## src/rtl/cadr_cycle_sequencer.sv

```systemverilog
// Synchronous CADR machine-cycle generator: counts fast clock ticks to produce TPR/TPW strobes.
// Optional single-step control is compiled in when CADR_CLK_SINGLE_STEP_EN is defined.
module cadr_cycle_sequencer #(
  parameter int CNT_W    = 6,
  parameter int TPR40_T  = 8,
  parameter int TPR60_T  = 12,
  parameter int WP_START = 4,
  parameter int WP_END   = 10,
  parameter int TPW_DONE = 12
) (
  input  logic        clk,
  input  logic        reset,
  input  logic        run,
  input  logic        hang,
  input  logic [1:0]  sspeed,
  input  logic        ilong,
  input  logic        step,
  output logic        tpr0,
  output logic        tpr40,
  output logic        tpr60,
  output logic        tprend,
  output logic        tpclk,
  output logic        tpwp,
  output logic        tpdone,
  output logic        busy,
  output logic [15:0] cycle_cnt
);

  typedef enum logic [1:0] {IDLE, READ, WRITE, HOLD} state_t;

  state_t             state_q, state_d;
  logic [CNT_W-1:0]   tick_q, tick_d;
  logic [CNT_W-1:0]   rlen_q, rlen_d;
  logic [15:0]        cnt_q, cnt_d;
  logic               start_ok;
  logic [CNT_W-1:0]   done_t;
  logic [CNT_W-1:0]   wp_lo;
  logic [CNT_W-1:0]   wp_hi;

  // Read-phase length in ticks, replacing the delay-line tap selection.
  function automatic logic [CNT_W-1:0] read_len(input logic [1:0] sp, input logic il);
    case ({sp, il})
      3'b000, 3'b001: read_len = CNT_W'(32);
      3'b011:         read_len = CNT_W'(28);
      3'b010:         read_len = CNT_W'(20);
      3'b101:         read_len = CNT_W'(25);
      3'b100:         read_len = CNT_W'(17);
      3'b111:         read_len = CNT_W'(23);
      default:        read_len = CNT_W'(15);
    endcase
  endfunction

  assign done_t = rlen_q + CNT_W'(TPW_DONE);
  assign wp_lo  = rlen_q + CNT_W'(WP_START);
  assign wp_hi  = rlen_q + CNT_W'(WP_END);

`ifdef CADR_CLK_SINGLE_STEP_EN
  logic step_prev_q, step_prev_d;
  logic step_pend_q, step_pend_d;
  logic step_rise;

  assign step_rise = step & ~step_prev_q;
  assign start_ok  = ~hang & (run | step_pend_q | step_rise);

  // A step edge is remembered only while stopped; edges during a cycle are dropped.
  always_comb begin
    step_prev_d = step;
    step_pend_d = 1'b0;
    if (state_q == IDLE || state_q == HOLD)
      step_pend_d = (step_pend_q | step_rise) & ~start_ok;
  end

  always_ff @(posedge clk) begin
    if (reset) begin
      step_prev_q <= 1'b0;
      step_pend_q <= 1'b0;
    end else begin
      step_prev_q <= step_prev_d;
      step_pend_q <= step_pend_d;
    end
  end
`else
  logic unused_step;
  assign unused_step = step;
  assign start_ok    = run & ~hang;
`endif

  always_comb begin
    state_d = state_q;
    tick_d  = tick_q;
    rlen_d  = rlen_q;
    cnt_d   = cnt_q;
    case (state_q)
      IDLE, HOLD: begin
        if (start_ok) begin
          state_d = READ;
          tick_d  = '0;
          rlen_d  = read_len(sspeed, ilong);
        end
      end
      READ: begin
        tick_d = tick_q + CNT_W'(1);
        if (tick_q == rlen_q) state_d = WRITE;
      end
      WRITE: begin
        if (tick_q == done_t) begin
          cnt_d = cnt_q + 16'd1;
          // Stall and stop only take effect here, at the cycle boundary.
          if (run & ~hang) begin
            state_d = READ;
            tick_d  = '0;
            rlen_d  = read_len(sspeed, ilong);
          end else begin
            state_d = HOLD;
            tick_d  = '0;
          end
        end else begin
          tick_d = tick_q + CNT_W'(1);
        end
      end
      default: state_d = IDLE;
    endcase
  end

  always_ff @(posedge clk) begin
    if (reset) begin
      state_q <= IDLE;
      tick_q  <= '0;
      rlen_q  <= '0;
      cnt_q   <= '0;
    end else begin
      state_q <= state_d;
      tick_q  <= tick_d;
      rlen_q  <= rlen_d;
      cnt_q   <= cnt_d;
    end
  end

  assign tpr0      = (state_q == READ) && (tick_q == '0);
  assign tpr40     = (state_q == READ) && (tick_q == CNT_W'(TPR40_T));
  assign tpr60     = (state_q == READ) && (tick_q == CNT_W'(TPR60_T));
  assign tprend    = (state_q == READ) && (tick_q == rlen_q);
  assign tpclk     = tprend || (state_q == WRITE);
  assign tpwp      = (state_q == WRITE) && (tick_q >= wp_lo) && (tick_q < wp_hi);
  assign tpdone    = (state_q == WRITE) && (tick_q == done_t);
  assign busy      = (state_q == READ) || (state_q == WRITE);
  assign cycle_cnt = cnt_q;

endmodule

```

## config.mk

```make
export PLATFORM = sky130hd
export DESIGN_NAME = cadr_cycle_sequencer
export DESIGN_NICKNAME = d
export VERILOG_FILES = /design/src/rtl/cadr_cycle_sequencer.sv
export SDC_FILE = /design/constraint.sdc
export NUM_CORES = 1
export LEC_CHECK = 0
export ABC_AREA = 1
export BUFFER_PORTS_ARGS = -buffer_cell sky130_fd_sc_hd__buf_2
export CAP_MARGIN = 40
export CORE_ASPECT_RATIO = 0.75
export CORE_UTILIZATION = 55
export CTS_CLUSTER_DIAMETER = 100
export CTS_CLUSTER_SIZE = 14
export DETAILED_ROUTE_END_ITERATION = 8
export PLACE_DENSITY_LB_ADDON = 0.2
export RECOVER_POWER = 50
export SYNTH_ARGS = -nofsm -noshare
export SYNTH_HDL_FRONTEND = slang
export SYNTH_SLANG_ARGS = --single-unit
```

## constraint.sdc

```tcl
create_clock -name clk -period 4.3 [get_ports clk]
set_input_delay 0.43 -clock clk [delete_from_list [all_inputs] [get_ports clk]]
set_output_delay 0.43 -clock clk [all_outputs]
set_load 0.05 [all_outputs]
```

==> results.cfg, run 1 <==
[sta]
setup_tns_ns = 0
finalCritPeriodShare_pct = 75.4
clock.fmax_ghz = 0.309
skew_ns = 0.00623
setup_viol = 0
fin_crit_ns = 3.24
hold_viol_final = 0
worst_pin_slew_ns = 0.599
drv_slew = 0
slew_headroom_pct = 60.2
rsz0062_at_grt = false

[placed_design]
dp_hpwl_mm = 3.67
placed_cells = 393
gp_congestion = 0.835
place.port_buffers = 30

[cts]
post_cts_buffers = 0
clk_pin_slew_ns = 0.06
cts_tree = yes
holdBufCountCts = 0
cts_max_level = 2
insertion_delay_ns = 0.29
numCtsBuffers = 5
clock-sinks = 30
clk_path_buf_depth = 2
ctsResizeCount = 0
cts_root_buf = clkbuf_8

[global_route]
overflow = 0
use_met3_pct = 5.75
grt_pass1_wl_mm = 8.36
grt_use_total_pct = 26.0
grt_pass1_vias = 1886
antenna_found_initial = 0
grt_util_met2_pct = 37.7
use_met1_pct = 37.5
top_usage_layer = met2
grt_max_degree = 23

[floorplanning]
die_w_um = 75.1
dieArea_um2 = 4260
dieHeight_um = 56.8
core-area_um2 = 3760
io_pins = 32
start_util_pct = 58.6
rows = 19

[synth]
syn_area_per_cell_um2 = 6.95
synthCells = 317
ys_seq_area_share_pct = 27.3
netlist_area_um2 = 2200
synth_nets = 347
ys_warn_count = 0
synth-seq-cells = 30
synth_cell_types = 31

[setup_path]
crit_path_start_kind = register
worstPathRequired_ns = 3.87
critPathMaxFanout = 17
crit_slowest_cell = dfxtp_1
reg2regPathDepth = 12
critPathCaptureType = output pin
timing.reg2reg.setup_slack_ns = 1.69
crit_type = register to output pin
path_cells = inv_1 > ha_1 > inv_1 > ha_1 > nor2_1 > nand2_1 > nor2_1 > nand4_4 > clkinv_2 > buf_2
critical_path_arrival_ns = 2.81
max_stage_delay_ns = 0.50

[cells_and_area]
fin_nets = 378
n_antenna_cell = 0
syn2layout_area_growth_pct = 9.83
nFillCells = 357
layout-drive-gt1-share_pct = 10.3
stdcell_count = 401

[hold_path]
hp-class = input port to register
hold_path_depth = 3

[power]
ir_worst_vdd_mv = 0.376
power_density_nw_per_um2 = 381
leakage_nw = 0.972

[route]
wirelength_mm = 4.95
ant_nets = 0
drt_drc_violations_left = 0
wl_per_cell_um = 12.3
drtIter0Drc = 142
firstDrtPassIters = 4
vias_per_cell = 5.25
via_count = 2107

[outcome]
status = complete, no violations

[run]
drv_cap = 0
stage by stage:
stage | power [mW] | hold slack [ns] | setup slack, ns | util, % | cell area [µm²]
after CTS | 0.939 | 0.433 | 1.13 | 65.8 | 2470
after global routing | 0.977 | 0.463 | 0.839 | 64.4 | 2420
after floorplan | 0.623 | 0.444 | 1.67 | - | 2200
after detailed placement | 0.700 | 0.479 | 1.47 | 63.3 | 2380
final | 0.921 | 0.434 | 1.06 | 64.4 | 2420
after global placement | 0.694 | 0.473 | 1.52 | 63.3 | 2380
per-layer routing:
metal	vias to the layer above	share of wire [%]
li1	1086	-
met2	58	41
met3	7	6.5
met4	0	1.1
met1	956	51
met5	-	0
registers in the layout (all words and copies together) (netlist names):
register and cells:
rlen_q 6, state_q 2, tick_q 6, cycle_cnt 16
synth_stat cells (all sizes together):
| cell type | instances | area share [%] |
|---|---|---|
| buf | 3 | 1.2 |
| a21oi | 35 | 9.7 |
| nor3b | 1 | 0.34 |
| nor2 | 31 | 5.9 |
| o221ai | 1 | 0.40 |
| o21a | 1 | 0.34 |
| xor2 | 14 | 5.6 |
| nand2 | 84 | 15 |
| dfxtp | 30 | 27 |
| ha | 22 | 12 |
| inv | 38 | 6.5 |
| nor3 | 9 | 2.3 |
| xnor2 | 3 | 1.2 |
| o311ai | 1 | 0.40 |
| nand3 | 22 | 5.2 |
| o21ai | 10 | 2.3 |
| nand4 | 6 | 2.4 |
| nand3b | 1 | 0.34 |
| clkinv | 2 | 0.40 |
| clkbuf | 3 | 0.51 |
worst paths after layout:
path,startpoint,endpoint
hold / removal,sspeed[1],rlen_q[0]
setup / recovery,rlen_q[3],tpdone
hold reg to reg,state_q[1],state_q[1]
setup reg to reg,rlen_q[3],cycle_cnt[4]
critical path, delay by kind of cell (launching register included):
kind                       cells  cell delay, ns
adders and majority gates      2            0.57
buffers and inverters          4            0.78
DFF                            1            0.50
and+or+nand+nor                4            0.67
power breakdown:
part	internal, mW	total (mW)	switching [mW]
clock	0.129	0.238	0.109
sequential	0.296	0.320	0.0240
combinational	0.0948	0.363	0.268
total	0.520	0.921	0.401
kinds of logic (layout without fill, tap and decap cells):
| kind of cell | after synthesis | in the layout | synth area share (%) |
|---|---|---|---|
| AND/OR/NAND/NOR | 154 | 154 | 31.8 |
| AO/OA/AOI/OAI | 48 | 48 | 13.1 |
| buffers and inverters | 46 | 78 | 8.64 |
| flip-flops | 30 | 30 | 27.3 |
| adder cells (fa/ha/maj) | 22 | 22 | 12.5 |
| XOR/XNOR | 17 | 17 | 6.76 |
layout by cell type, fill, tap and decap left out, types with 2 or more instances in the layout:
cell type,count
nand2_1,80
inv_1,37
dfxtp_1,30
nor2_1,29
a21oi_1,25
nand3_1,22
ha_1,22
clkbuf_1,22
xor2_1,14
o21ai_0,10
a21oi_2,10
buf_2,9
nor3_1,8
clkbuf_8,6
nand4_1,5
nand2_2,4
xnor2_1,3
nor2_2,2
clkinv_2,2
layout make-up:
class / instances / area, µm² / area share, %
inverters: 40 / 151 / 6.26
repair buffers: 30 / 124 / 5.12
flip-flops and latches: 30 / 601 / 24.8
well taps: 52 / 65.1 / 2.69
clock inverters: 1 / 5.00 / 0.207
multi-input cells: 241 / 1390 / 57.3
clock buffers: 7 / 86.3 / 3.57
No activity file was read; power rests on OpenSTA's default activity.
==> inputs of run 2 (changes only) <==
--- a/config.mk
+++ b/config.mk
@@ -5,7 +5,7 @@
 export SDC_FILE = /design/constraint.sdc
 export NUM_CORES = 1
 export LEC_CHECK = 0
-export ABC_AREA = 1
+export ABC_AREA = 0
 export BUFFER_PORTS_ARGS = -buffer_cell sky130_fd_sc_hd__buf_2
 export CAP_MARGIN = 40
 export CORE_ASPECT_RATIO = 0.75
==> constraint.sdc (replaced) <==
create_clock -name clk -period 3.3 [get_ports clk]
set_input_delay 0.33 -clock clk [delete_from_list [all_inputs] [get_ports clk]]
set_output_delay 0.33 -clock clk [all_outputs]
set_load 0.05 [all_outputs]
==> run 2 against run 1 <==
  * Sequential share of layout area is 1.4 points higher
  * Total power is 23% higher
  * Register-to-register slack worse by 0.95 ns
  * Clock skew is 0.0015 ns lower
  * Die area is 7.1% lower
  * Critical path depth is 1 lower
  * Area after synthesis is 7.3% lower
  * Global-route usage is 3.3 points lower
  * Routed wire length is 14% lower
==> results.cfg, run 2 <==
[hold_path]
worstHoldStart = sspeed[1]
hold_path_depth = 3
whs_endpoint = rlen_q[0]
hp-class = input port to register

[global_route]
grt_use_total_pct = 22.7
grt_pass1_vias = 1503
grt_max_degree = 31
grt_pass1_wl_mm = 6.84
antenna_found_initial = 0
overflow = 0

[floorplanning]
start_util_pct = 59.6
dieArea_um2 = 3960
dieHeight_um = 54.8
core-area_um2 = 3420
io_pins = 32
rows = 18
die_w_um = 72.3

[synth]
synth.top_cell.area_share_pct = 29.4
synth_cell_types = 45
ys_seq_area_share_pct = 29.4
synthCells = 251
yosys.area.top_type = dfxtp_1
synth_most_common_cell = dfxtp_1
netlist_area_um2 = 2040
syn_area_per_cell_um2 = 8.13
ys_async_sr_fraction_pct = 0
synth_top_cells_by_count = dfxtp_1 (30), a21oi_1 (23), ha_1 (22)
synth_edf_count = 0
synth-seq-cells = 30
synth_area_leaders = dfxtp_1 (29%), ha_1 (13%), a21oi_1 (5.6%), o21ai_0 (4.4%), xor2_1 (3.9%)
synth_nets = 281
ys_warn_count = 0
synthFlopType = dfxtp_1

[cells_and_area]
layout_common_cells = dfxtp_1 (30), a21oi_1 (23), ha_1 (22)
fin_util_pct = 66.8
final_common_cell = dfxtp_1
fin_nets = 314
largest_reg_flops = 16
n_antenna_cell = 0
layout-drive-gt1-share_pct = 9.15
syn2layout_area_growth_pct = 12.1

[power]
power_density_nw_per_um2 = 497
leakage_nw = 0.941
p_sw_share_pct = 40.3
p_clk_share_pct = 24.2
sequentialPowerShare_pct = 35.4
comb_power_share_pct = 40.3
p_int_mw = 0.679
ir_worst_vdd_mv = 0.508
p_switching_mw = 0.458

[sta]
finalCritPeriodShare_pct = 82.9
drv_slew = 0
setup_viol = 0
hold_viol_final = 0
fin_crit_ns = 2.73
worst_pin_slew_ns = 0.596
clock.fmax_ghz = 0.366
rsz0062_at_grt = false
setup_tns_ns = 0
slew_headroom_pct = 60.4
skew_ns = 0.00470

[placed_design]
dp_hpwl_mm = 3.19
gp_congestion = 0.791
place.port_buffers = 30

[setup_path]
critPathCaptureType = output pin
critical_path_arrival_ns = 2.40
r2r_end = cycle_cnt[5]
crit_type = register to output pin
worstPathRequired_ns = 2.97
crit_path_start_kind = register
timing.reg2reg.setup_slack_ns = 0.74
worstReg2RegStart = rlen_q[3]
reg2regPathDepth = 9
critPathMaxFanout = 6

[route]
via_count = 1871
wirelength_mm = 4.28
firstDrtPassIters = 5
drt_drc_violations_left = 0
wl_per_cell_um = 12.8
drtIter0Drc = 122
ant_nets = 0
vias_per_cell = 5.60

[cts]
clk_path_buf_depth = 2
insertion_delay_ns = 0.28
cts_max_level = 2
holdBufCountCts = 0
cts_tree = yes
cts_root_buf = clkbuf_8
numCtsBuffers = 5
post_cts_buffers = 0
clock-sinks = 30
clk_pin_slew_ns = 0.06
ctsResizeCount = 0

[outcome]
status = complete, no violations

[run]
drv_cap = 0
==> run 2: cell count changes after synthesis, sizes merged, moves of 6 or more <==
cell,previous run,this run
a21oi,35,23
or3,0,8
nor3,9,3
nor2,31,20
o21ai,10,19
nand2,84,18
nand3,22,14
inv,38,19
==> run 2: power by group through the flow <==
stage	Combinational [mW]	Clock [mW]	Sequential [mW]
final	0.459	0.275	0.403
after global routing	0.505	0.299	0.406
after CTS	0.461	0.279	0.403
after detailed placement	0.458	0	0.411
after global placement	0.450	0	0.410
after floorplan	0.358	0	0.403
==> run 2: kinds of logic after synthesis <==
| group | Yosys count | share of synthesized area (%) |
|---|---|---|
| compound gates | 63 | 18.6 |
| xor+xnor | 19 | 9.63 |
| fa+ha+maj | 22 | 13.5 |
| buf+inv | 26 | 5.03 |
| flops | 30 | 29.4 |
| mux | 1 | 0.491 |
| simple gates | 90 | 23.4 |
==> run 2: worst max path at each step <==
stage               startpoint             to  slack (ns)  depth (start not counted)
finish               rlen_q[3]         tpdone        0.57                          9
global route         rlen_q[3]         tpdone        0.41                          9
CTS                  rlen_q[2]           tpwp        0.63                          9
detailed placement   rlen_q[3]  cycle_cnt[15]        0.83                          9
global placement     rlen_q[3]  cycle_cnt[15]        0.86                          9
floorplan            rlen_q[3]           tpwp        0.66                          9
==> run 2: through the flow <==
stage          cell area [µm²]  instances  hold slack, ns  total power, mW  setup slack (ns)
3_3_place_gp              2240        327           0.462            0.860             0.858
3_5_place_dp              2240        327           0.469            0.869             0.830
5_1_grt                   2290        334           0.369             1.21             0.408
4_1_cts                   2320        334           0.345             1.14             0.634
6_report                  2290        334           0.349             1.14             0.566
2_1_floorplan             2040        251           0.458            0.761             0.661
==> run 2: routing by layer <==
layer	vias up	share of wire, %	global-route usage [%]
li1	952	-	-
met1	871	53	33.1
met5	-	0	0
met2	42	41	33.0
met3	6	5.4	4.97
met4	0	0.87	6.86
==> run 2: worst max-delay path: stages (launching register included) <==
cell and delay [ns]:
dfxtp_1 0.34, inv_1 0.07, ha_1 0.27, inv_1 0.05
ha_1 0.27, nand4b_1 0.19, and2b_1 0.33, nand3_1 0.25
inv_1 0.10, buf_2 0.26
==> run 2: area by class of cell <==
type                       count  area (µm²)
multi-input combinational    195        1330
fill                         313        1140
sequential                    30         601
timing repair buffer          33         149
inverter                      19        71.3
clock buffer                   5        68.8
tap                           50        62.6
clock inverter                 2        10.0
